$ cat config.mk
export PLATFORM = sky130hd
export DESIGN_NAME = cpu_sequencer
export DESIGN_NICKNAME = d
export VERILOG_FILES = /design/src/rtl/cpu_sequencer_pkg.sv /design/src/rtl/cpu_sequencer_mem_wait_timer.sv /design/src/rtl/cpu_sequencer.sv
export SDC_FILE = /design/constraint.sdc
export NUM_CORES = 1
export LEC_CHECK = 0
export ABC_AREA = 1
export CORE_MARGIN = 8
export CORE_UTILIZATION = 55
export CTS_BUF_LIST = sky130_fd_sc_hd__clkbuf_4 sky130_fd_sc_hd__clkbuf_8
export CTS_CLUSTER_DIAMETER = 40
export DETAILED_ROUTE_END_ITERATION = 7
export PLACE_DENSITY = 0.88
export SYNTH_ARGS = -nofsm -noshare
export SYNTH_HDL_FRONTEND = slang
export SYNTH_SLANG_ARGS = --single-unit
$ cat constraint.sdc
create_clock -name clk -period 3.65 [get_ports clk]
set_clock_uncertainty 0.05 [all_clocks]
set_input_delay 0.73 -clock clk [delete_from_list [all_inputs] [get_ports clk]]
set_output_delay 0.73 -clock clk [all_outputs]
set_load 0.01 [all_outputs]
$ cat src/rtl/cpu_sequencer_pkg.sv
// cpu_sequencer_pkg: state encodings shared by the turtle CPU sequencer and its bench.
package cpu_sequencer_pkg;
   typedef enum logic [2:0] {
      STOPPED   = 3'd0,
      FETCH     = 3'd1,
      DECODE    = 3'd2,
      EXECUTE   = 3'd3,
      MEM       = 3'd4,
      WRITEBACK = 3'd5,
      BUS_ERROR = 3'd7
   } seq_state_e;
endpackage

$ cat src/rtl/cpu_sequencer_mem_wait_timer.sv
// mem_wait_timer: 8-bit saturating wait counter; timeout is raised on the LIMIT-th waiting cycle.
module mem_wait_timer #(
   parameter int LIMIT = 15
) (
   input  logic clk,
   input  logic reset,
   input  logic clear,
   input  logic enable,
   output logic timeout
);
   logic [7:0] count;
   always_ff @(posedge clk or posedge reset)
      if (reset) count <= '0;
      else if (clear) count <= '0;
      else if (enable && count != 8'hff) count <= count + 8'd1;
   // count holds the waiting cycles already elapsed, so the current one is count+1
   assign timeout = count >= 8'(LIMIT - 1);
endmodule

$ cat src/rtl/cpu_sequencer.sv
// cpu_sequencer: multi-cycle fetch/decode/execute/mem/writeback control FSM with
// run/step debug control, bus-error timeout and retired-instruction counting.
module cpu_sequencer
   import cpu_sequencer_pkg::*;
#(
   parameter int MEM_TIMEOUT = 15,
   parameter int RETIRE_W    = 16
) (
   input  logic                clk,
   input  logic                reset,
   input  logic                run,
   input  logic                step_req,
   output logic                imem_req,
   input  logic                imem_ack,
   output logic                ir_load,
   output logic                dmem_req,
   input  logic                dmem_ack,
   input  logic                dec_acc_write_enable,
   input  logic                dec_status_write_enable,
   input  logic                dec_data_memory_write_enable,
   input  logic                dec_data_memory_output_enable,
   input  logic                dec_jump_branch_select,
   input  logic                branch_taken,
   output logic                acc_write_strobe,
   output logic                status_write_strobe,
   output logic                dmem_write_strobe,
   output logic                dmem_read_enable,
   output logic                pc_increment,
   output logic                pc_load,
   output logic [2:0]          state,
   output logic                halted,
   output logic                bus_error,
   output logic [RETIRE_W-1:0] retired_count
);
   seq_state_e st, next;
   logic step, timeout, wb, take;

   mem_wait_timer #(.LIMIT(MEM_TIMEOUT)) timer (
      .clk(clk),
      .reset(reset),
      .clear(next != st),
      .enable(imem_req || dmem_req),
      .timeout(timeout)
   );

   always_comb begin
      next = st;
      case (st)
         STOPPED:   next = (run || step_req) ? FETCH : STOPPED;
         FETCH:     next = imem_ack ? DECODE : timeout ? BUS_ERROR : FETCH;
         DECODE:    next = EXECUTE;
         EXECUTE:   next = (dec_data_memory_write_enable || dec_data_memory_output_enable) ? MEM : WRITEBACK;
         MEM:       next = dmem_ack ? WRITEBACK : timeout ? BUS_ERROR : MEM;
         WRITEBACK: next = (run && !step) ? FETCH : STOPPED;
         default:   next = BUS_ERROR;
      endcase
   end

   always_ff @(posedge clk or posedge reset)
      if (reset) begin
         st            <= STOPPED;
         step          <= 1'b0;
         bus_error     <= 1'b0;
         retired_count <= '0;
      end else begin
         st        <= next;
         bus_error <= bus_error || next == BUS_ERROR;
         step      <= st == STOPPED ? (!run && step_req) : st == WRITEBACK ? 1'b0 : step;
         if (wb) retired_count <= retired_count + RETIRE_W'(1);
      end

   assign wb                  = st == WRITEBACK;
   assign take                = dec_jump_branch_select && branch_taken;
   assign imem_req            = st == FETCH;
   assign ir_load             = imem_req && imem_ack;
   assign dmem_req            = st == MEM;
   assign dmem_write_strobe   = dmem_req && dmem_ack && dec_data_memory_write_enable;
   assign dmem_read_enable    = (dmem_req || wb) && dec_data_memory_output_enable;
   assign acc_write_strobe    = wb && dec_acc_write_enable;
   assign status_write_strobe = wb && dec_status_write_enable;
   assign pc_load             = wb && take;
   assign pc_increment        = wb && !take;
   assign state               = st;
   assign halted              = st == STOPPED || st == BUS_ERROR;
endmodule

Yosys cells after proc, flatten, opt, wreduce, memory -nomap -nowiden:

Index checks and enable logic that the tools add are counted.

* equality and inequality tests: 9
* $add $sub $neg: 2
* mux-type cells: 12
* order comparisons: 1
* reduce and logical (&&, ||, !) cells: 24

Operators with widths (count)
* 3-bit case mux with 6 select lines: 1
* 16-bit by 1-bit adder with 16-bit output (second input constant): 1
* 8-bit 2-to-1 mux: 2
* 3-bit == test (second input constant): 4
* 1-bit logical AND: 12
* 8-bit by 1-bit adder with 8-bit output (second input constant): 1
* 8-bit by 4-bit >= comparator with 1-bit output (second input constant): 1
* 8-bit != test (second input constant): 1
* 3-bit by 2-bit == test with 1-bit output (second input constant): 2
* 1-bit logical OR: 6
* 3-bit 2-to-1 mux: 2
* 1-bit 2-to-1 mux: 5
* 2-bit 2-to-1 mux: 2
* 2-bit nonzero test: 2
* 3-bit by 1-bit == test with 1-bit output (second input constant): 1
* 1-bit logical NOT: 3
* 3-bit logical NOT: 1
* 3-bit != test: 1

* output and inout port bits: 30
* input port bits: 12
* register bits: 29

Logic depth before layout (Yosys ltp):

Gate-level depths: netlist (run 1).

* word-level depth: 6
* depth in mapped cells: 11
* depth with buffers taken out: 11

Cells and area by module:

From an unflattened synthesis (run 1), not the netlist that was laid out.

* cells, all modules: 247
* area total of the unflattened synthesis: 1775.5 um^2

Modules (own cells, without submodules)
* cpu_sequencer: instances 1, cells each 168, area each 1241.2 um^2, seq. area each 525.5 um^2
* mem_wait_timer: instances 1, cells each 79, area each 534.3 um^2, seq. area each 200.2 um^2

Least setup slack after synthesis (run 1):

OpenSTA, ideal clock, no wires.

* kind: reg-to-output
* start point: reg st[1], in the netlist state[1]
* end point: out pc_increment
* arrival: 1.099 ns
* setup slack: 1.771 ns
* stages on the path, launching flop included: 5
* cells stage by stage: dfrtp_1 -> inv_1 -> nand3_2 -> buf_4 -> a21oi_1

* word-level cells in the longest chain between the ends: 2

RTL lines
* start, declared: RTL line cpu_sequencer.sv:35 `seq_state_e st, next;`
* start signal, assigned: RTL line cpu_sequencer.sv:66 `st <= next;`
* 3-bit == test: RTL line cpu_sequencer.sv:72 `assign wb = st == WRITEBACK;`
* 1-bit logical AND: RTL line cpu_sequencer.sv:82 `assign pc_increment = wb && !take;`
* end, declared: RTL line cpu_sequencer.sv:28 `output logic pc_increment,`

Every way passes these cells.

Worst setup path after layout (run 1):

Ends and elaborated chain as after synthesis.

==> impl_metrics.ini, run 1 <==
[synthesis]
syn_inst = 224
synth-seq-cells = 29
synth_warnings = 0
yosysTopAreaCellShare = 0.4277
syn_area_sq_um = 1697
avgSynthCellArea_sq_um = 7.574
seq_area_frac_synth = 0.4277
yosysUniqueCellTypes = 23
synth_nets = 239
synth_area_leaders = dfrtp_1 (43%), nand2_1 (13%), inv_1 (7.1%), nor2_1 (6.6%), xor2_1 (4.6%)
synth_area_leader_cell = dfrtp_1

[sta]
relSlewSlack = 0.3103
fmax_mhz = 355.2
timing.hold.ws_ns = 0.4345
rsz0062_at_grt = false
hold_violations = 0
post-route-period-util = 0.7714
tightest_slew_ns = 1.033
slew_viol_final = 0
setup_tns_ns = 0
fin_crit_ns = 2.816
setup_viol = 0

[cts]
cts_tree = yes
cts_resized = 0
cts_hold_buf = 0
root_buffer = clkbuf_4
cts_num_sinks = 29
clkTransAtPathRegs_ns = 0.10
numCtsBuffers = 5
clock_latency_ns = 0.33
htree_levels = 2
clock_path_buffers = 2
postCtsSetupBuffers = 0

[setup_path]
rrSetupSlack_ns = 1.76
critPathKind = reg -> out
r2r_start = state[1]
r2r-end = retired_count[12]
crit_path_end_kind = output port
required_ns = 2.87
arrival_ns = 2.04
worstRegToRegCells = 7
crit_end = pc_increment
critPathLaunchType = register
path_max_fanout = 12
startpoint = state[1]

[drt]
wire_per_inst_um = 12.67
drt_wl_total_um = 3864
drtAntennaViolNets = 0
avgViaCountPerCell = 5.118
firstDrtPassIters = 4
drc = 0
drt_iter0_drc = 64
vias = 1561

[global_route]
track_usage = 0.1597
antenna_found_initial = 0
grt_overflow_total = 0
first_global_vias = 1464
grt_pass1_wl_um = 6513
grt_max_degree = 30

[finish]
drive_gt1_frac = 0.09559
layout.nets = 286
layout_commonest_cell = nand2_1
mostFrequentLayoutCells = nand2_1 (58), clkdlybuf4s50_1 (41), inv_1 (32)
syn_to_final_growth_pct = 31.42
finalInstanceArea_sq_um = 2230
fillers = 220
antenna_cells = 0

[hold_path]
hp-class = reg -> reg
min-delay-start = bus_error

[power_and_ir_drop]
powerDensity_nw_per_um2 = 279.3
power_mw = 0.6228
ir_drop_mv = 0.2283
p_leak_nw = 1.129

[placed_design]
dp_hpwl_um = 2988
gp_congestion = 0.8371
placed_cell_area_sq_um = 2141
port-buffer-count = 41

[status]
outcome = completed

[floorplanning]
core_area_sq_um = 3003
die_w_um = 71.54
die_h_um = 71.54
start_util = 0.5650
fp-row-count = 20
die_area_sq_um = 5118
pin_count = 42

[run]
drv_cap = 0
cells in the mapped netlist (all sizes together):
cell type / instances
o21a: 1
nor4: 1
nor2: 37
xnor2: 8
o21ai: 7
and3: 1
ha: 3
and2: 1
o31ai: 1
nand4: 6
dfrtp: 29
buf: 1
nand3: 18
xor2: 9
a21oi: 2
nor3: 2
nand2: 62
inv: 35
metrics by stage:
step / instances / setup slack, ns / util
floorplan: 224 / 1.771 / -
CTS: 305 / 0.8346 / 0.7425
global route: 305 / 0.7349 / 0.7425
detailed placement: 297 / 0.9082 / 0.7129
global placement: 297 / 0.9724 / 0.7129
finish: 305 / 0.8345 / 0.7425
worst min path at each step:
stage                              to  cells past startpoint
floorplan                        step                      2
global placement            bus_error                      2
detailed placement  retired_count[15]                      1
CTS                 retired_count[15]                      1
global route        retired_count[15]                      1
finish                      bus_error                      2
cell type report:
class                   instances  area (sq um)  area share
well taps                      33         41.29     0.01852
multi-input cells             159         832.0      0.3732
clock buffers                   7         58.81     0.02637
inverters                      35         131.4     0.05892
repair buffers                 41         410.4      0.1841
flip-flops and latches         29         725.7      0.3255
clock inverters                 1         30.03     0.01347
sequential cells by signal (all words and copies together) (netlist names):
name / cells
retired_count: 16
timer.count: 8
state: 3
bus_error: 1
step: 1
power by group:
part	total, mW	switching (mW)	internal, mW
logic	0.0222	0.0107	0.0115
clock network	0.280	0.109	0.171
registers	0.321	0	0.321
total	0.623	0.119	0.503
layer usage:
metal	up-vias	global-route usage	routed length [um]
met3	8	0.05997	275
met4	0	0.05669	74
li1	788	-	-
met1	725	0.1874	1686
met2	40	0.2602	1827
met5	-	0	0
cells by family (layout without fill, tap and decap cells):
logic type,after synthesis,after routing,share of synthesized area
AOI/OAI and AO/OA,11,11,0.03540
xor gates and xnor gates,17,17,0.08776
adders and majority gates,3,3,0.02213
buffers and inverters,36,84,0.08186
DFF,29,29,0.4277
and+or+nand+nor,128,128,0.3451
critical path: stages, from the launching register on:
cell             delay (ns)
dfrtp_1                0.45
inv_1                  0.16
nand3_2                0.29
a21oi_1                0.24
clkdlybuf4s50_1        0.57
Power figures use the tool's default switching activity.
==> run 2, diff against run 1 <==
--- a/config.mk
+++ b/config.mk
@@ -7,11 +7,11 @@
 export LEC_CHECK = 0
 export ABC_AREA = 1
 export CORE_MARGIN = 8
-export CORE_UTILIZATION = 55
+export CORE_UTILIZATION = 46
 export CTS_BUF_LIST = sky130_fd_sc_hd__clkbuf_4 sky130_fd_sc_hd__clkbuf_8
 export CTS_CLUSTER_DIAMETER = 40
 export DETAILED_ROUTE_END_ITERATION = 7
-export PLACE_DENSITY = 0.88
+export PLACE_DENSITY = 0.78
 export SYNTH_ARGS = -nofsm -noshare
 export SYNTH_HDL_FRONTEND = slang
 export SYNTH_SLANG_ARGS = --single-unit
==> constraint.sdc (replaced) <==
create_clock -name clk -period 2.5 [get_ports clk]
set_clock_uncertainty 0.05 [all_clocks]
set_input_delay 0.5 -clock clk [delete_from_list [all_inputs] [get_ports clk]]
set_output_delay 0.5 -clock clk [all_outputs]
set_load 0.01 [all_outputs]
==> impl_metrics.ini, run 2 (synthesis gave the netlist of run 1 again) <==
[finish]
antenna_cells = 0
largest_reg_flops = 16
layout_commonest_cell = nand2_1
syn_to_final_growth_pct = 35.25
final_util = 0.6364
largest-register = retired_count
drive_gt1_frac = 0.1022
layout.nets = 288
mostFrequentLayoutCells = nand2_1 (58), clkdlybuf4s50_1 (41), inv_1 (32)

[drt]
wire_per_inst_um = 11.53
drt_wl_total_um = 3713
vias = 1535
firstDrtPassIters = 5
drc = 0
avgViaCountPerCell = 4.767
drt_iter0_drc = 40
drtAntennaViolNets = 0

[global_route]
antenna_found_initial = 0
track_usage = 0.1354
grt_pass1_wl_um = 6679
first_global_vias = 1522
grt_max_degree = 30
grt_overflow_total = 0

[sta]
slew_viol_final = 0
tightest_slew_ns = 0.3718
post-route-period-util = 0.9340
setup_viol = 0
fmax_mhz = 428.3
relSlewSlack = 0.7498
fin_crit_ns = 2.335
setup_tns_ns = 0
hold_violations = 0
rsz0062_at_grt = false

[hold_path]
hp-class = reg -> reg

[cts]
postCtsSetupBuffers = 0
clock_path_buffers = 2
clkTransAtPathRegs_ns = 0.06
cts_hold_buf = 0
clock_latency_ns = 0.28
cts_resized = 0
cts_tree = yes
htree_levels = 2
numCtsBuffers = 5
root_buffer = clkbuf_8
cts_num_sinks = 29

[setup_path]
path_max_fanout = 9
arrival_ns = 1.78
required_ns = 1.95
critPathKind = reg -> out
critPathLaunchType = register
rrSetupSlack_ns = 0.73
crit_path_end_kind = output port

[placed_design]
dp_hpwl_um = 2900
port-buffer-count = 41
gp_congestion = 0.8539

[floorplanning]
die_h_um = 76.73
pin_count = 42
start_util = 0.4705
die_area_sq_um = 5887
die_w_um = 76.73
core_area_sq_um = 3606
fp-row-count = 22

[run]
drv_cap = 0

[power_and_ir_drop]
p_leak_nw = 1.151
powerDensity_nw_per_um2 = 439.9
ir_drop_mv = 0.3119

[status]
outcome = completed
-- run 2: cell types whose count changed in the layout (fill, tap and decap cells not counted) --
cell,before,now
buf_4,0,2
clkbuf_4,6,1
clkbuf_8,1,6
-- run 2: final timing paths --
| check | endpoint | from | depth (start not counted) |
|---|---|---|---|
| min reg2reg | bus_error | bus_error | 2 |
| max | ir_load | state[2] | 6 |
| max in group asynchronous | state[0] | reset | 3 |
| min | bus_error | bus_error | 2 |
| min in group asynchronous | timer.count[3] | reset | 3 |
| max reg2reg | retired_count[12] | state[1] | 8 |
-- run 2: area by class of cell --
cell class | count | area [sq um]
clock buffers | 7 | 90.09
clock inverters | 1 | 30.03
fillers | 324 | 1311
inverters | 35 | 131.4
multi-input cells | 159 | 832.0
flip-flops and latches | 29 | 725.7
well taps | 48 | 60.06
repair buffers | 43 | 425.4
-- run 2: metrics by stage --
step	worst slack [ns]	power (mW)	instances	instance area (sq um)	hold slack (ns)
floorplan	0.8514	0.4890	224	1697	0.4318
global placement	0.2499	0.5120	314	2175	0.4007
detailed placement	0.2500	0.5124	314	2175	0.4054
CTS	0.1617	1.026	322	2295	0.4236
global route	0.07179	1.048	322	2295	0.4557
finish	0.1651	1.009	322	2295	0.4215
-- run 2: critical path, cell delays in order (launching register included) --
cell	delay, ns
dfrtp_1	0.47
inv_2	0.15
nand3_2	0.14
inv_2	0.09
nand2_1	0.06
inv_1	0.07
clkdlybuf4s50_1	0.54
-- run 2: routing by layer --
layer / global-route usage / routed length (um) / vias to the layer above / share of wire
met2: 0.2294 / 1726 / 32 / 0.46
li1: - / - / 790 / -
met1: 0.1516 / 1680 / 706 / 0.45
met4: 0.06346 / 80 / 0 / 0.022
met3: 0.04079 / 224 / 7 / 0.060
met5: 0 / 0 / - / 0
-- run 2: power by group --
group | total, mW | switching (mW) | internal [mW]
combinational | 0.0338 | 0.0160 | 0.0178
sequential | 0.469 | 0 | 0.469
clock | 0.506 | 0.171 | 0.335
total | 1.01 | 0.187 | 0.822
